### src/rtl/bus_arbiter.sv
// Central bus arbiter: priority write-back first, round-robin within each class.
// Optional grant timeout is built only when ARB_TIMEOUT_EN is defined.
module bus_arbiter #(
    parameter int N_DEV         = 4,
    parameter int ID_W          = 2,
    parameter int GRANT_TIMEOUT = 8
) (
    input  logic             clk,
    input  logic             rst,
    input  logic [N_DEV-1:0] request,
    input  logic [N_DEV-1:0] request_type,
    input  logic [N_DEV-1:0] hold,
    output logic [N_DEV-1:0] grant,
    output logic [ID_W-1:0]  grant_id,
    output logic             grant_type,
    output logic             active,
    output logic             timeout
);

    typedef enum logic [1:0] {
        IDLE  = 2'd0,
        GRANT = 2'd1,
        BUSY  = 2'd2
    } state_t;

    state_t            state_q, state_d;
    logic [N_DEV-1:0]  grant_q, grant_d;
    logic [ID_W-1:0]   grant_id_q, grant_id_d;
    logic              grant_type_q, grant_type_d;
    logic              active_q, active_d;
    logic [ID_W-1:0]   rr_ptr_q, rr_ptr_d;

    logic [N_DEV-1:0]  candidates;
    logic [ID_W-1:0]   winId;
    logic              winFound;
    logic [ID_W:0]     searchSum;
    logic [ID_W-1:0]   searchIdx;
    logic [ID_W-1:0]   nextPtr;

`ifdef ARB_TIMEOUT_EN
    localparam int CNT_W = (GRANT_TIMEOUT > 1) ? $clog2(GRANT_TIMEOUT) : 1;
    logic [CNT_W-1:0]  cnt_q, cnt_d;
    logic              timeout_q, timeout_d;
`endif

    // Search upward from rr_ptr with explicit modulo wrap so any N_DEV stays in range.
    always_comb begin
        candidates = (|(request & request_type)) ? (request & request_type) : request;
        winId      = rr_ptr_q;
        winFound   = 1'b0;
        searchSum  = '0;
        searchIdx  = '0;
        for (int i = 0; i < N_DEV; i++) begin
            searchSum = {1'b0, rr_ptr_q} + (ID_W+1)'(i);
            if (searchSum >= (ID_W+1)'(N_DEV)) begin
                searchSum = searchSum - (ID_W+1)'(N_DEV);
            end
            searchIdx = searchSum[ID_W-1:0];
            if (!winFound && candidates[searchIdx]) begin
                winFound = 1'b1;
                winId    = searchIdx;
            end
        end
    end

    assign nextPtr = (grant_id_q == ID_W'(N_DEV-1)) ? '0 : grant_id_q + 1'b1;

    always_comb begin
        state_d      = state_q;
        grant_d      = grant_q;
        grant_id_d   = grant_id_q;
        grant_type_d = grant_type_q;
        active_d     = active_q;
        rr_ptr_d     = rr_ptr_q;
`ifdef ARB_TIMEOUT_EN
        cnt_d        = cnt_q;
        timeout_d    = 1'b0;
`endif
        unique case (state_q)
            IDLE: begin
                if (|request) begin
                    state_d      = GRANT;
                    grant_d      = {{(N_DEV-1){1'b0}}, 1'b1} << winId;
                    grant_id_d   = winId;
                    grant_type_d = request_type[winId];
`ifdef ARB_TIMEOUT_EN
                    cnt_d        = '0;
`endif
                end
            end
            GRANT: begin
                if (hold[grant_id_q]) begin
                    state_d  = BUSY;
                    active_d = 1'b1;
                end else if (!request[grant_id_q]) begin
                    // A withdrawn grant leaves rr_ptr alone: nobody used the bus.
                    state_d = IDLE;
                    grant_d = '0;
`ifdef ARB_TIMEOUT_EN
                end else if (cnt_q == CNT_W'(GRANT_TIMEOUT-1)) begin
                    state_d   = IDLE;
                    grant_d   = '0;
                    timeout_d = 1'b1;
                    rr_ptr_d  = nextPtr;
                end else begin
                    cnt_d = cnt_q + 1'b1;
`endif
                end
            end
            BUSY: begin
                if (!hold[grant_id_q]) begin
                    state_d  = IDLE;
                    grant_d  = '0;
                    active_d = 1'b0;
                    rr_ptr_d = nextPtr;
                end
            end
            default: begin
                state_d  = IDLE;
                grant_d  = '0;
                active_d = 1'b0;
            end
        endcase
    end

    always_ff @(posedge clk or negedge rst) begin
        if (!rst) begin
            state_q      <= IDLE;
            grant_q      <= '0;
            grant_id_q   <= '0;
            grant_type_q <= 1'b0;
            active_q     <= 1'b0;
            rr_ptr_q     <= '0;
        end else begin
            state_q      <= state_d;
            grant_q      <= grant_d;
            grant_id_q   <= grant_id_d;
            grant_type_q <= grant_type_d;
            active_q     <= active_d;
            rr_ptr_q     <= rr_ptr_d;
        end
    end

`ifdef ARB_TIMEOUT_EN
    always_ff @(posedge clk or negedge rst) begin
        if (!rst) begin
            cnt_q     <= '0;
            timeout_q <= 1'b0;
        end else begin
            cnt_q     <= cnt_d;
            timeout_q <= timeout_d;
        end
    end

    assign timeout = timeout_q;
`else
    assign timeout = 1'b0;
`endif

    assign grant      = grant_q;
    assign grant_id   = grant_id_q;
    assign grant_type = grant_type_q;
    assign active     = active_q;

endmodule

### config.mk
export PLATFORM = sky130hd
export DESIGN_NAME = bus_arbiter
export DESIGN_NICKNAME = d
export VERILOG_FILES = /design/src/rtl/bus_arbiter.sv
export SDC_FILE = /design/constraint.sdc
export NUM_CORES = 1
export LEC_CHECK = 0
export BUFFER_PORTS_ARGS = -buffer_cell sky130_fd_sc_hd__buf_2
export CORE_MARGIN = 2
export CORE_UTILIZATION = 55
export CTS_CLUSTER_SIZE = 30
export DETAILED_ROUTE_END_ITERATION = 10
export PLACE_DENSITY = 0.86
export SLEW_MARGIN = 20
export SYNTH_ARGS = -nofsm -noshare
export SYNTH_HDL_FRONTEND = slang
export SYNTH_SLANG_ARGS = --single-unit
### constraint.sdc
create_clock -name clk -period 4.6 [get_ports clk]
set_clock_uncertainty 0.1 [all_clocks]
set_input_delay 0.92 -clock clk [delete_from_list [all_inputs] [get_ports clk]]
set_output_delay 0.92 -clock clk [all_outputs]
set_load 0.05 [all_outputs]
==> flow_summary_export.csv <==
group,metric,value,unit
final_layout,final_nets,131,
hold_path,hold_class,"reg -> reg",
clock_network,h-tree-depth,1,
power_and_ir_drop,power_density,628,nW/um2
yosys,synth_edf_count,0,
final_layout,antennaDiodeCount,0,
hold_path,holdPathEnd,"grant[0]$_DFFE_PN0P_",
place,port_buffers,21,
route,detail-route-antenna-nets,0,
clock_network,cts_resized,0,
power_and_ir_drop,ir_drop,0.343,mV
timing,slew_violations,0,
final_layout,drive_gt1_frac,0.304,
timing,rsz0062_at_grt,"false",
place,place_area,997,um2
final_layout,area_growth,7.13,%
clock_network,numCtsBuffers,3,
final_layout,layout_commonest_cell,"buf_2",
hold_path,worstHoldStart,"grant[0]$_DFFE_PN0P_",
grt,grt-ovfl-total,0,
setup_path,r2r-end,"grant_type$_DFFE_PN0P_",
route,route.detailed.drc,0,
place,gp_congestion,0.903,
clock_network,cts_setup_buffers,0,
die,die_w,45.9,um
clock_network,cts_tree,"yes",
clock_network,clock_sinks,12,
setup_path,reg2reg_depth,6,
timing,finalSetupViolations,0,
route,via_per_inst,6.42,
clock_network,clk_latency,270,ps
yosys,ys_async_sr_fraction,1.00,
yosys,ys_warn_count,0,
final_layout,mostFrequentLayoutCells,"21 x buf_2, 12 x nand2_1, 12 x dfrtp_1, 10 x o21ai_0, 8 x nor2_1",
route,drt-initial-drc-count,33,
setup_path,crit_fanout,11,
grt,antenna_found_initial,0,
clock_network,hold_buffers,0,
die,die_area,2100,um2
yosys,postSynthAreaPerCell,9.74,um2
die,ios,23,
setup_path,cp.required,4620,ps
yosys,syn_inst,99,
run,maxCapViolations,0,
yosys,syn-num-nets,114,
yosys,netlist_area,965,um2
setup_path,reg2reg_from,"rr_ptr_q[1]$_DFFE_PN0P_",
timing,max_freq,0.412,GHz
status,status,"complete, no violations",
timing,min_period_over_period,0.527,
grt,grt_max_degree,13,
die,initial_core_util,0.571,
place,place_hpwl,1.48,mm
yosys,ys_types,48,
grt,grt_usage,0.201,
power_and_ir_drop,p_leak,0.000471,uW
clock_network,clk_pin_slew_worst_paths,80,ps
timing,hold_viol,0,
timing,fin_crit,2430,ps
clock_network,cts_root_buf,"clkbuf_4",
timing,fin_setup_tns,0,ps
setup_path,critical_path_class,"in -> reg",
route,vias,847,
yosys,ys.flop_type,"dfrtp_1",
die,die_h,45.9,um
grt,grt_pass1_vias,663,
yosys,synth_seq_cells,12,
die,rows,15,
setup_path,reg2reg_slack,2710,ps
route,routed_wl,1.94,mm
route,wl_per_cell,14.7,um
setup_path,cp-end-kind,"flop",
final_layout,postLayoutCellArea,1030,um2
yosys,ys_seq_area_frac,0.311,
setup_path,start_kind,"input port",
setup_path,arrival,2450,ps
clock_network,clockBufferDepth,2,
hold_path,min_path_cells,2,
die,core,1690,um2
route,firstDrtPassIters,4,
grt,grt_pass1_wl,3.10,mm
## cell families after synthesis
logic type      count (synthesis)  share of synthesized area
compound gates                 35                      0.315
xor+xnor                        1                    0.00908
fa+ha+maj                       1                     0.0130
buf+inv                        11                      0.105
flops                          12                      0.311
mux                             3                     0.0610
other cells                     1                    0.00389
simple gates                   35                      0.182
## layer usage
metal / vias to the layer above / wire length [um] / track usage
li1: 404 / - / -
met4: 0 / 19 / 0.0857
met5: - / 0 / 0
met1: 397 / 868 / 0.290
met3: 2 / 124 / 0.0397
met2: 44 / 925 / 0.289
## state kept, by name, indices dropped and copies added, names as in the netlist
register,cells
rr_ptr_q,2
grant_id,2
grant_type,1
active,1
grant,4
state_q,2
## cells in the mapped netlist, types with 2 or more instances
library cell	instances	area [um2]
a211oi_1	2	15.0
a21oi_1	2	10.0
a22oi_4	2	42.5
and2_1	2	12.5
buf_6	6	67.6
dfrtp_1	12	300
inv_1	2	7.51
nand2_1	12	45.0
nand3b_1	3	22.5
nor2_1	8	30.0
o21ai_0	10	50.1
o21ai_1	2	10.0
## critical path: stages
cell	delay, ps
buf_2	230
a222oi_1	170
o211a_1	230
o31ai_1	190
nand4_1	230
a2111oi_2	400
a311oi_1	90
## where the power goes
part,internal [uW],switching [uW]
clock network,48.1,34.5
logic,121,237
registers,153,55.1
total,322,327
## stage by stage
step	worst slack, ps	std cells	util	hold slack (ps)	total power [uW]
2_1_floorplan	2200	99	-	439	503
3_3_place_gp	2050	128	0.590	359	555
3_5_place_dp	1910	128	0.590	374	570
4_1_cts	2200	132	0.612	390	653
5_1_grt	2070	132	0.612	410	699
6_report	2170	132	0.612	381	649
## worst max path at each step
stage	end	slack [ps]	cells past startpoint	start
after floorplan	grant_type$_DFFE_PN0P_	2200	7	request[0]
after global placement	grant_type$_DFFE_PN0P_	2050	7	request[1]
after detailed placement	grant_type$_DFFE_PN0P_	1910	7	request[1]
after CTS	grant_type$_DFFE_PN0P_	2200	7	request[0]
after global routing	grant_type$_DFFE_PN0P_	2070	7	request[0]
final	grant_type$_DFFE_PN0P_	2170	7	request[0]
## cell type report
class,count,area [um2]
Fill cell,157,656
Timing Repair Buffer,21,105
Tap cell,17,21.3
Multi-Input combinational cell,76,563
Inverter,2,7.51
Sequential cell,12,300
Clock buffer,4,36.3
Power figures use the tool's default switching activity.
